`config.mk`:
```
export PLATFORM = sky130hd
export DESIGN_NAME = debounce_bank
export DESIGN_NICKNAME = d
export VERILOG_FILES = /design/src/rtl/tlc_pkg.sv /design/src/rtl/debounce_channel.sv /design/src/rtl/debounce_bank.sv
export SDC_FILE = /design/constraint.sdc
export NUM_CORES = 1
export LEC_CHECK = 0
export CORE_MARGIN = 8
export CORE_UTILIZATION = 35
export CTS_BUF_LIST = sky130_fd_sc_hd__clkbuf_8
export DETAILED_ROUTE_END_ITERATION = 10
export GPL_ROUTABILITY_DRIVEN = 0
export SYNTH_ARGS = -nofsm -noshare
export SYNTH_HDL_FRONTEND = slang
export SYNTH_SLANG_ARGS = --single-unit
```
`constraint.sdc`:
```
create_clock -name clk -period 5.4 [get_ports clk]
set_clock_uncertainty 0.15 [all_clocks]
set_input_delay 0.81 -clock clk [delete_from_list [all_inputs] [get_ports clk]]
set_output_delay 0.81 -clock clk [all_outputs]
set_load 0.02 [all_outputs]
```
`src/rtl/tlc_pkg.sv`:
```
// Shared constants for the traffic light controller.
// Contents:
//   - button channel indices and the number of buttons
//   - board clock frequency and default debounce timing derived from it
//   - a helper converting milliseconds to clock cycles
package tlc_pkg;

    localparam int CLK_HZ    = 50_000_000;
    localparam int N_BUTTONS = 3;

    localparam int CH_RESET  = 0;
    localparam int CH_WALK   = 1;
    localparam int CH_REPROG = 2;

    typedef logic [N_BUTTONS-1:0] button_vec_t;

    // Milliseconds to clock cycles at the board clock.
    function automatic int ms_to_cycles(input int ms);
        return (CLK_HZ / 1000) * ms;
    endfunction

    // 10 ms of stability filters typical contact bounce; a 2 s hold marks
    // a deliberate long press (used for reprogramming).
    localparam int DB_STABLE_CYCLES = ms_to_cycles(10);
    localparam int DB_HOLD_CYCLES   = ms_to_cycles(2000);

endpackage

```
`src/rtl/debounce_channel.sv`:
```
// One debounce channel.
// Ports:
//   clk, sys_reset : clock and synchronous active-high reset
//   noisy          : raw asynchronous input
//   clean          : debounced level
//   rise, fall     : registered one-cycle pulses on clean 0->1 / 1->0
//   held           : high once clean has been high HOLD_CYCLES cycles
//                    (constant 0 when HOLD_CYCLES == 0)
module debounce_channel #(
    parameter int STABLE_CYCLES = 500000,
    parameter int HOLD_CYCLES   = 0
) (
    input  logic clk,
    input  logic sys_reset,
    input  logic noisy,
    output logic clean,
    output logic rise,
    output logic fall,
    output logic held
);

    localparam int CW = $clog2(STABLE_CYCLES) + 1;
    localparam int HW = (HOLD_CYCLES > 0) ? $clog2(HOLD_CYCLES + 1) : 1;

    localparam logic [CW-1:0] CNT_LAST = CW'(STABLE_CYCLES - 1);
    localparam logic [HW-1:0] HOLD_MAX = HW'(HOLD_CYCLES);

    logic          s1_reg, s2_reg;
    logic [CW-1:0] cnt_reg, cnt_next;
    logic [HW-1:0] hcnt_reg, hcnt_next;
    logic          clean_reg, clean_next;
    logic          rise_reg, rise_next;
    logic          fall_reg, fall_next;

    always_comb begin
        cnt_next   = '0;
        clean_next = clean_reg;
        rise_next  = 1'b0;
        fall_next  = 1'b0;
        if (s2_reg != clean_reg) begin
            if (cnt_reg == CNT_LAST) begin
                // Disagreement has lasted STABLE_CYCLES samples: accept it.
                clean_next = s2_reg;
                rise_next  = s2_reg;
                fall_next  = ~s2_reg;
            end else begin
                cnt_next = cnt_reg + CW'(1);
            end
        end
    end

    // Hold counter looks at clean_next so held drops on the very edge clean
    // falls, and only starts counting the edge after clean has risen.
    always_comb begin
        hcnt_next = hcnt_reg;
        if (!clean_next) begin
            hcnt_next = '0;
        end else if (clean_reg && (hcnt_reg != HOLD_MAX)) begin
            hcnt_next = hcnt_reg + HW'(1);
        end
    end

    always_ff @(posedge clk) begin
        if (sys_reset) begin
            s1_reg    <= 1'b0;
            s2_reg    <= 1'b0;
            cnt_reg   <= '0;
            hcnt_reg  <= '0;
            clean_reg <= 1'b0;
            rise_reg  <= 1'b0;
            fall_reg  <= 1'b0;
        end else begin
            s1_reg    <= noisy;
            s2_reg    <= s1_reg;
            cnt_reg   <= cnt_next;
            hcnt_reg  <= hcnt_next;
            clean_reg <= clean_next;
            rise_reg  <= rise_next;
            fall_reg  <= fall_next;
        end
    end

    assign clean = clean_reg;
    assign rise  = rise_reg;
    assign fall  = fall_reg;
    assign held  = (HOLD_CYCLES != 0) && (hcnt_reg == HOLD_MAX);

endmodule

```
`src/rtl/debounce_bank.sv`:
```
// Bank of N_CH independent debounce channels for push-buttons/switches.
// Ports:
//   clk, sys_reset : clock and synchronous active-high reset
//   noisy_in       : raw asynchronous inputs, bit i = channel i
//   clean_out      : debounced levels
//   rise_out       : one-cycle pulse per channel on clean 0->1
//   fall_out       : one-cycle pulse per channel on clean 1->0
//   held_out       : long-press flag per channel (0 if HOLD_CYCLES == 0)
module debounce_bank
    import tlc_pkg::*;
#(
    parameter int N_CH          = N_BUTTONS,
    parameter int STABLE_CYCLES = DB_STABLE_CYCLES,
    parameter int HOLD_CYCLES   = 0
) (
    input  logic            clk,
    input  logic            sys_reset,
    input  logic [N_CH-1:0] noisy_in,
    output logic [N_CH-1:0] clean_out,
    output logic [N_CH-1:0] rise_out,
    output logic [N_CH-1:0] fall_out,
    output logic [N_CH-1:0] held_out
);

    generate
        for (genvar gi = 0; gi < N_CH; gi++) begin : g_ch
            debounce_channel #(
                .STABLE_CYCLES(STABLE_CYCLES),
                .HOLD_CYCLES  (HOLD_CYCLES)
            ) u_ch (
                .clk      (clk),
                .sys_reset(sys_reset),
                .noisy    (noisy_in[gi]),
                .clean    (clean_out[gi]),
                .rise     (rise_out[gi]),
                .fall     (fall_out[gi]),
                .held     (held_out[gi])
            );
        end
    endgenerate

endmodule

```
* After elaboration in Yosys (flattened, before gate mapping) *
Cells that the tools add are included.

word-level totals
  logic and storage cells = 45
  flip-flop bits (word level) = 75
  output and inout port bits = 12
  bits of input ports = 5

operators by class
  add/subtract/negate cells = 3
  equal/unequal tests = 6
  bitwise logic cells = 9
  reduce and logical (&&, ||, !) cells = 9

operators with widths
  kind                                             number
  adder 20 x 1 -> 20 bit, second input constant    3
  == test 20 x 19 -> 1 bit, second input constant  3
  OR reduction 3 bit                               6
  NOT 1 bit                                        9
  AND reduction 2 bit                              3
  != test 1 bit                                    3

* Logic depth before layout (Yosys ltp) *
  depth after elaboration = 3
  mapped depth = 7

* Hierarchy *
From an unflattened synthesis, not the netlist that was laid out.

unflattened totals
  cells, all modules = 375
  area total of the unflattened synthesis = 3393.3 µm²

by module, submodules not included
  module            instances  area an instance (µm²)  sequential area each (µm²)  cells an instance
  debounce_channel  3          1131.1                  500.5                       125

* Worst setup path after synthesis *
OpenSTA, ideal clock, no wires.

  kind = register to register
  start point = register g_ch[1].u_ch.cnt_reg[0]
  end point = register g_ch[1].u_ch.cnt_reg[5]
  cell stages (with the launch flop) = 8
  setup time = 0.115 ns
  path slack = 3.611 ns
  buffers on the path = 2
  data arrival time = 1.525 ns
  data required time = 5.135 ns
  cell sequence = dfxtp_1 -> ha_1 -> and3_1 -> buf_2 -> nand4b_2 -> o21bai_4 -> buf_6 -> nor2_1

between the ends
  word-level cells in the longest chain between the ends = 2

ends and longest elaborated chain
  what                                                                            RTL line                text
  from (decl)                                                                     debounce_channel.sv:29  logic [CW-1:0] cnt_reg, cnt_next;
  from (signal assigned)                                                          debounce_channel.sv:75  cnt_reg <= cnt_next;
  parallel branches: the longest is 2 deep, another holds adder 20 x 1 -> 20 bit  -

Several ways; the timed one is not identified.
A chain may end at the register's enable or synchronous reset.

* Worst setup path after layout *
  start point = register g_ch[0].u_ch.clean_reg
  end point = output port clean_out[0]

RTL lines
  what                    RTL line                text
  from (decl)             debounce_channel.sv:31  logic clean_reg, clean_next;
  from (signal assigned)  debounce_channel.sv:77  clean_reg <= clean_next;
  to (decl)               debounce_bank.sv:19     output logic [N_CH-1:0] clean_out,

No word-level cell between the ends.

==> impl_results.md <==
- Ratio of routed vias to standard cells: 4.91
- Layout net count: 382
- Fill cell count: 979
- Kind of cell adding the most delay to the critical path: buffers and inverters
- Count of hold buffers inserted by post-cts repair: 0
- Endpoint arrival time on the critical path: 1.40 ns
- Endpoints failing hold: 0
- Global-route wire length before repair: 10800 um
- Slew Limit Headroom: 0.666
- Worst hold path class: register to register
- Flip-flop count of the largest register after layout: 60
- Antenna diodes: 0
- Reg clk slew, reported paths: 0.08 ns
- Placeable Area: 9640 um^2
- Aggregate global routing overflow: 0
- Number of iterations in the first detailed-routing pass: 4
- Chip width: 115 um
- Yosys reg bits: 75
- Initial Util: 0.354
- Top flip-flop cell by instance count after synthesis: sky130_fd_sc_hd__dfxtp_1
- Maximum cell stage delay along the critical path: 0.64 ns
- Root Driver: sky130_fd_sc_hd__clkbuf_8
- Worst reg-to-reg setup slack: 3.28 ns
- Endpoint kind of the worst setup timing path: output pin
- Number of global-route vias before repair: 2386
- Pwr Total: 0.00102 W
- Crit Path Class: register to output pin
- Post-cts resize count: 0
- DR WL/cell: 11.9 um
- Tot GR Track Use: 0.100
- Cell depth of the worst min-delay path: 1
- Reg-to-reg startpoint: g_ch[1].u_ch.cnt_reg[0]
- Number of design-rule violations left by the first detailed-router iteration: 127
- Highest net fanout along the worst path: 3
- Syn Area/Cell: 9.12 um^2
- Required @ worst endpoint: 4.44 ns
- Number of distinct library cells after synthesis: 41
- Initial antenna violation count: 0
- H-tree lvl count: 3
- DRC violations left: 0
- Largest net degree at the start of global routing: 21
- I/O Pins: 17
- Vertical die dimension: 115 um
- Time the worst path needs with I/O delays and setup: 2.36 ns
- Number of antenna-violating nets in the routed design: 0
- TritonCTS Buffers: 9
- # Post-CTS Setup Buffers: 0
- Yosys warning total: 0
- Slew of the pin with the lowest slew margin: 0.499 ns
- Row Count: 36
- Endpoints failing setup: 0
- Clock tree from TritonCTS: done
- Final worst path period share: 0.436
- Share of final-layout standard cells stronger than drive strength 1: 0.0765
- Register area share after synthesis: 0.440
- Combined buffer and inverter count along the critical path: 1
- Worst ir drop on vdd: 0.137 mV
- Total detailed-routing wirelength: 6120 um
- Synth top area cells: sky130_fd_sc_hd__dfxtp_1, sky130_fd_sc_hd__xor2_1, sky130_fd_sc_hd__nor2_1
- Count of vias placed by the detailed router: 2516
- Cell leakage power: 1.18 nW
- Number of clock sinks: 75
- Combined area of the multi-input logic cells: 1710 um^2
- Gate count after technology mapping: 374
- Dominant cell type by area after synthesis: sky130_fd_sc_hd__dfxtp_1
- Final HPWL DP: 4220 um
- Max-cap violation count: 0
- Number of enable flip-flop cells after synthesis: 0
- Largest buffer count on any clock path: 2
- Total power divided by cell area: 273 nW/um^2
- Start point of the worst hold path: g_ch[0].u_ch.s1_reg
- Setup TNS: 0 ns
- Async SR Flop Fraction: 0
- Synthesis-to-finish area growth: 9.64%
- Port Buf Inserts: 13
- RSZ-0062 raised after global routing: no
- Number of instances in the placed design: 496
- R2R depth: 5
- Cell-by-cell listing of the critical path: clkdlybuf4s50_1
- Critical path's slowest cell: sky130_fd_sc_hd__clkdlybuf4s50_1
- Max-slew violation total from the final report: 0
- Combined area of all synthesized cells: 3410 um^2
- Portion of synthesized cell area occupied by the leading cell type: 0.440
- Fin cells: 512
- Reg-to-Reg End: g_ch[1].u_ch.cnt_reg[8]
- Run status: complete, no violations
- Type of element launching the critical path: register
- Hold Path End: g_ch[0].u_ch.s2_reg
- Area taken by flip-flops and latches: 1500 um^2
- Worst-skew pair later-pin latency: 0.35 ns
- Fmax: 0.424 GHz
- Full die area: 13200 um^2
report_power, final:
part	internal [W]	switching [W]	total, W
clock network	0.000230	0.000218	0.000448
registers	0.000555	0.00000182	0.000557
logic	0.00000577	0.00000879	0.0000146
cell usage after synthesis (5+ instances only):
cell type,instances
sky130_fd_sc_hd__dfxtp_1,75
sky130_fd_sc_hd__xor2_1,25
sky130_fd_sc_hd__and3_1,14
sky130_fd_sc_hd__buf_4,16
sky130_fd_sc_hd__nand2_1,17
sky130_fd_sc_hd__nor2b_1,7
sky130_fd_sc_hd__xnor2_1,15
sky130_fd_sc_hd__nand3_1,20
sky130_fd_sc_hd__or3_1,12
sky130_fd_sc_hd__nor4b_1,8
sky130_fd_sc_hd__inv_1,5
sky130_fd_sc_hd__buf_2,6
sky130_fd_sc_hd__nor4_1,6
sky130_fd_sc_hd__and4_1,9
sky130_fd_sc_hd__o21ai_0,15
sky130_fd_sc_hd__nor2_1,46
sky130_fd_sc_hd__a21oi_1,18
sky130_fd_sc_hd__nand4_1,20
through the flow:
step | cell area [um^2] | utilization | hold slack (ns) | worst slack (ns)
floorplan | 3420 | - | 0.264 | 3.61
global placement | 3530 | 0.366 | 0.274 | 2.97
detailed placement | 3530 | 0.366 | 0.273 | 2.92
CTS | 3740 | 0.388 | 0.293 | 3.01
global route | 3740 | 0.388 | 0.308 | 2.98
finish | 3740 | 0.388 | 0.281 | 3.04
area by class of cell:
| cell class | instances | share of cell area |
|---|---|---|
| Tap cell | 133 | 0.0445 |
| Clock inverter | 6 | 0.0191 |
| Multi-Input combinational cell | 269 | 0.457 |
| Clock buffer | 10 | 0.0368 |
| Sequential cell | 75 | 0.401 |
| Inverter | 5 | 0.00502 |
| Timing Repair Buffer | 14 | 0.0368 |
per-layer routing:
| metal | share of wire | GRT usage | vias up |
|---|---|---|---|
| met5 | 0 | 0 | - |
| met3 | 0.038 | 0.0294 | 8 |
| met2 | 0.44 | 0.158 | 31 |
| li1 | - | - | 1313 |
| met1 | 0.51 | 0.124 | 1164 |
| met4 | 0.015 | 0.0447 | 0 |
logic make-up after synthesis:
logic type	share of synthesized area
and+or+nand+nor	0.308
adders and majority gates	0.0110
other	0.00110
DFF	0.440
AOI/OAI and AO/OA	0.0752
xor gates and xnor gates	0.103
buffers and inverters	0.0616
worst max-delay path by stage:
stage | startpoint | to | cells past startpoint
after floorplan | g_ch[1].u_ch.cnt_reg[0] | g_ch[1].u_ch.cnt_reg[5] | 7
after global placement | sys_reset | g_ch[1].u_ch.cnt_reg[12] | 4
after detailed placement | sys_reset | g_ch[1].u_ch.cnt_reg[8] | 4
after CTS | g_ch[0].u_ch.clean | clean_out[0] | 1
after global routing | g_ch[0].u_ch.clean | clean_out[0] | 1
final | g_ch[0].u_ch.clean | clean_out[0] | 1
cells in the final DEF, fill, tap and decap left out, types with 8 or more instances in the layout:
master                            count
sky130_fd_sc_hd__clkbuf_8            10
sky130_fd_sc_hd__nor2_1              46
sky130_fd_sc_hd__and4_1               9
sky130_fd_sc_hd__nor4b_1              8
sky130_fd_sc_hd__and3_1              14
sky130_fd_sc_hd__nand3_1             20
sky130_fd_sc_hd__xnor2_1             15
sky130_fd_sc_hd__or3_1               12
sky130_fd_sc_hd__xor2_1              25
sky130_fd_sc_hd__dfxtp_1             75
sky130_fd_sc_hd__nand4_1             20
sky130_fd_sc_hd__a21oi_1             18
sky130_fd_sc_hd__nand2_1             17
sky130_fd_sc_hd__o21ai_0             14
sky130_fd_sc_hd__clkdlybuf4s50_1     13
No activity file was read; power rests on OpenSTA's default activity.
==> RTL edit 1: new RTL, config.mk and constraints unchanged <==
Set the package constant `N_BUTTONS` to 6 (it was 3).
--- a/src/rtl/tlc_pkg.sv
+++ b/src/rtl/tlc_pkg.sv
@@ -6,7 +6,7 @@
 package tlc_pkg;
 
     localparam int CLK_HZ    = 50_000_000;
-    localparam int N_BUTTONS = 3;
+    localparam int N_BUTTONS = 6;
 
     localparam int CH_RESET  = 0;
     localparam int CH_WALK   = 1;
Interface: changed (5 resized); port bits go from 17 to 32. No check against the original RTL was run, so the function may have changed too.
==> RTL edit 1 against the original RTL <==
Routed wire length rose by 110%. Synthesized cell count rose by 100%. Cell area rose by 96%. Synthesized area rose by 94%. Largest power group unchanged. Setup slack got worse by 0.10 ns. Sequential share of layout area rose by 0.77 points. Critical endpoint is now clean_out[3]. Critical path type unchanged. Sequential cell count rose by 75. Total power rose by 96%. Non-clock buffer count rose by 15.
==> RTL edit 1: results (changes against the original RTL) <==
metric	value	unit	change
wl_met3	471	um	+100%
htreeDepth	4		+1
grt_pass1_vias	4744		+99%
clock_latency	0.44	ns	+0.09 ns
drt_iter0_markers	270		+110%
syn_area_per_cell	8.84	sq um	-3.1%
ir_worst_vdd	0.000155	V	+14%
timing.final.ws_setup	2.94	ns	-0.104 ns
min_to	g_ch[2].u_ch.s2_reg		
path_class	flop to primary output		
ys.warnings.count	0		unchanged
routedWlPerCell	12.6	um	+5.1%
totalWireLength	12600	um	+110%
dp_cells	974		+96%
wl_met1	6430	um	+110%
min_from	g_ch[2].u_ch.s1_reg		
dp_hpwl	8550	um	+100%
whs	0.288	ns	+0.00717 ns
io_buffers	25		+12
vias	5012		+99%
endpoint	clean_out[3]		
synth_common_cells	dfxtp_1, nor2_1, xnor2_1, nand3_1, nand2_1		
r2r-start	g_ch[4].u_ch.cnt_reg[0]		
synth.distinct_cells	45		+9.8%
reg2reg_slack	3.05	ns	-0.23 ns
outcome	finished, final reports clean		
ys_seq_area_share	45.4	%	+1.4 points
wl_met2	5550	um	+110%
grt_pass1_wl	22100	um	+110%
antenna_found_initial	0		unchanged
power_leakage	2.16	nW	+83%
use_met3	3.28	%	+0.34 points
place_ws	2.68	ns	-0.244 ns
drive_gt1_share	6.23	%	-1.4 points
cts_max_path_buffers	2		unchanged
grt_usage	11.1	%	+1.1 points
critPathArrivalTime	1.50	ns	+0.10 ns
grt_max_degree	30		+43%
r2r_end	g_ch[4].u_ch.cnt_reg[14]		
cts_inserted_buffers	17		+8
setup.worst_path.start	g_ch[3].u_ch.clean		
routed.top_layer	met4		
nets	773		+100%
grt_use_met2	17.3	%	+1.6 points
grtUsageMet1	14.3	%	+1.9 points
slew_headroom	47.5	%	-19 points
largest_register_ffs	120		+100%
synth_area_leaders	dfxtp_1, xnor2_1, nor2_1		
place_area	6950	sq um	+97%
==> RTL edit 1: power breakdown <==
group	internal, mW	leakage [nW]	total, mW	switching (mW)
clock network	0.451	0.204	0.852	0.401
registers	1.11	1.21	1.11	0.00368
logic	0.0110	0.747	0.0298	0.0188
==> RTL edit 1: cell type report <==
type                       instances  area (sq um)
fill                            1924         11300
multi-input combinational        538          3290
sequential                       150          3000
tap                              234           293
clock buffer                      21           289
timing repair buffer              29           280
clock inverter                    10           104
inverter                          23          86.3
==> RTL edit 1: kinds of logic after synthesis <==
group                    count (synthesis)  synth area share, %
adder cells (fa/ha/maj)                  6                 1.13
other                                    1               0.0566
AO/OA/AOI/OAI                           74                 6.39
AND/OR/NAND/NOR                        366                 30.4
XOR/XNOR                                86                 11.4
flip-flops                             150                 45.4
buffers and inverters                   66                 5.27
==> RTL edit 2: new RTL, same settings <==
Made on the original files. Add an input register stage for `noisy_in`, without a reset; this delays it by one clock.
--- a/src/rtl/debounce_bank.sv
+++ b/src/rtl/debounce_bank.sv
@@ -22,6 +22,12 @@
     output logic [N_CH-1:0] held_out
 );
 
+    logic [N_CH-1:0] noisy_q;
+
+    always_ff @(posedge clk) begin
+        noisy_q <= noisy_in;
+    end
+
     generate
         for (genvar gi = 0; gi < N_CH; gi++) begin : g_ch
             debounce_channel #(
@@ -30,7 +36,7 @@
             ) u_ch (
                 .clk      (clk),
                 .sys_reset(sys_reset),
-                .noisy    (noisy_in[gi]),
+                .noisy    (noisy_q[gi]),
                 .clean    (clean_out[gi]),
                 .rise     (rise_out[gi]),
                 .fall     (fall_out[gi]),
Function: same outputs for any inputs over 10 cycles, from zero or initial values and one cycle with sys_reset high; that may be too few to reach the edited logic, so the function may still have changed.
==> RTL edit 2 against the original RTL <==
Total power rose by 3.0%. Sequential power rose by 4.3%. Sequential cell count rose by 3. Setup slack got worse by 0.16 ns. Combinational power rose by 3%. Routed wire length rose by 4.0%. Sequential share of layout area rose by 0.60 points. Synthesized area rose by 0.81%. Cell area rose by 2.5%.
==> RTL edit 2: results (changes against the original RTL) <==
metric	value	unit	change
drive_gt1_share	7.31	%	-0.34 points
outcome	finished, final reports clean		
clkTransAtPathRegs	0.08	ns	about the same
place_ws	2.51	ns	-0.413 ns
cts_max_path_buffers	2		unchanged
crit_family	buffers and inverters		
dp_hpwl	4470	um	+6.1%
grt_max_degree	21		unchanged
synth.area.mux_share	1.75	%	+1.7 points
dp_cells	500		+0.81%
worst-path-max-fanout	17		+14
routedWlPerCell	12.3	um	+3.2%
grt_pass1_vias	2360		-1.1%
syn_area_per_cell	9.22	sq um	+1.1%
hp-class	flop to flop		
synth.distinct_cells	39		-4.9%
grt_pass1_wl	10900	um	+1.3%
yosys.area_share.adder	1.09	%	-0.0088 points
worst_path_largest_cell_delay	0.80	ns	+0.16 ns
synth_compound_area_share	3.06	%	-4.5 points
slew_headroom	24.0	%	-43 points
clock_latency	0.34	ns	
power_leakage	1.22	nW	+3.0%
grt_usage	10.3	%	+0.31 points
ys_seq_area_share	45.4	%	+1.4 points
drt_iter0_markers	193		+52%
synth-xor-area-share	12.2	%	+2.0 points
via_per_inst	4.91		about the same
totalWireLength	6360	um	+4.0%
synth_area_leaders	dfxtp_1, xnor2_1, nor2_1		
synth_common_cells	dfxtp_1, nor2_1, xnor2_1, nand3_1		
nets	386		+1.0%
place_area	3620	sq um	+2.6%
critPathArrivalTime	2.56	ns	+1.16 ns
ys.flop_type	dfxtp_1		
grt_overflow	0		unchanged
antenna_found_initial	0		unchanged
ir_worst_vdd	0.000102	V	-25%
RTL edit 2: cell count changes after synthesis, moves of 9 or more:
cell     change
o21ai_0     -11
nor4_1       +9
a21oi_1     -11
nor2_1      +15
nor3_1       +9
xnor2_1     +15
RTL edit 2: final timing paths:
| check | startpoint | endpoint | slack, ns | cells after the start |
|---|---|---|---|---|
| min | g_ch[0].u_ch.s1_reg | g_ch[0].u_ch.s2_reg | 0.29 | 1 |
| max reg2reg | g_ch[1].u_ch.cnt_reg[0] | g_ch[1].u_ch.cnt_reg[14] | 2.98 | 5 |
| max | sys_reset | g_ch[1].u_ch.cnt_reg[14] | 2.88 | 4 |
| min reg2reg | g_ch[0].u_ch.s1_reg | g_ch[0].u_ch.s2_reg | 0.29 | 1 |
RTL edit 2: layer usage:
layer  vias up  GRT usage, %  wire length (um)
met5         -             0                 0
li1       1299             -                 -
met1      1191          12.9              3130
met2        36          15.7              2860
met3        10          3.89               296
met4         0          3.77                80
RTL edit 2: cell type report:
class                      instances  area (sq um)
fill                            1003          5810
clock inverter                     4          46.3
timing repair buffer              14           138
inverter                           8          30.0
tap                              133           166
multi-input combinational        267          1730
clock buffer                      12           165
sequential                        78          1560
RTL edit 2: report_power, final:
| part | internal [mW] | switching, mW |
|---|---|---|
| registers | 0.579 | 0.00263 |
| clock network | 0.249 | 0.204 |
| logic | 0.00604 | 0.00893 |
| total | 0.834 | 0.216 |
RTL edit 2: worst register-to-register path, stage by stage, from the launching register on:
cell,delay [ns]
dfxtp_1,0.41
ha_1,0.29
and4_1,0.30
nand2_1,0.11
o21ai_1,0.88
nor2_1,0.13
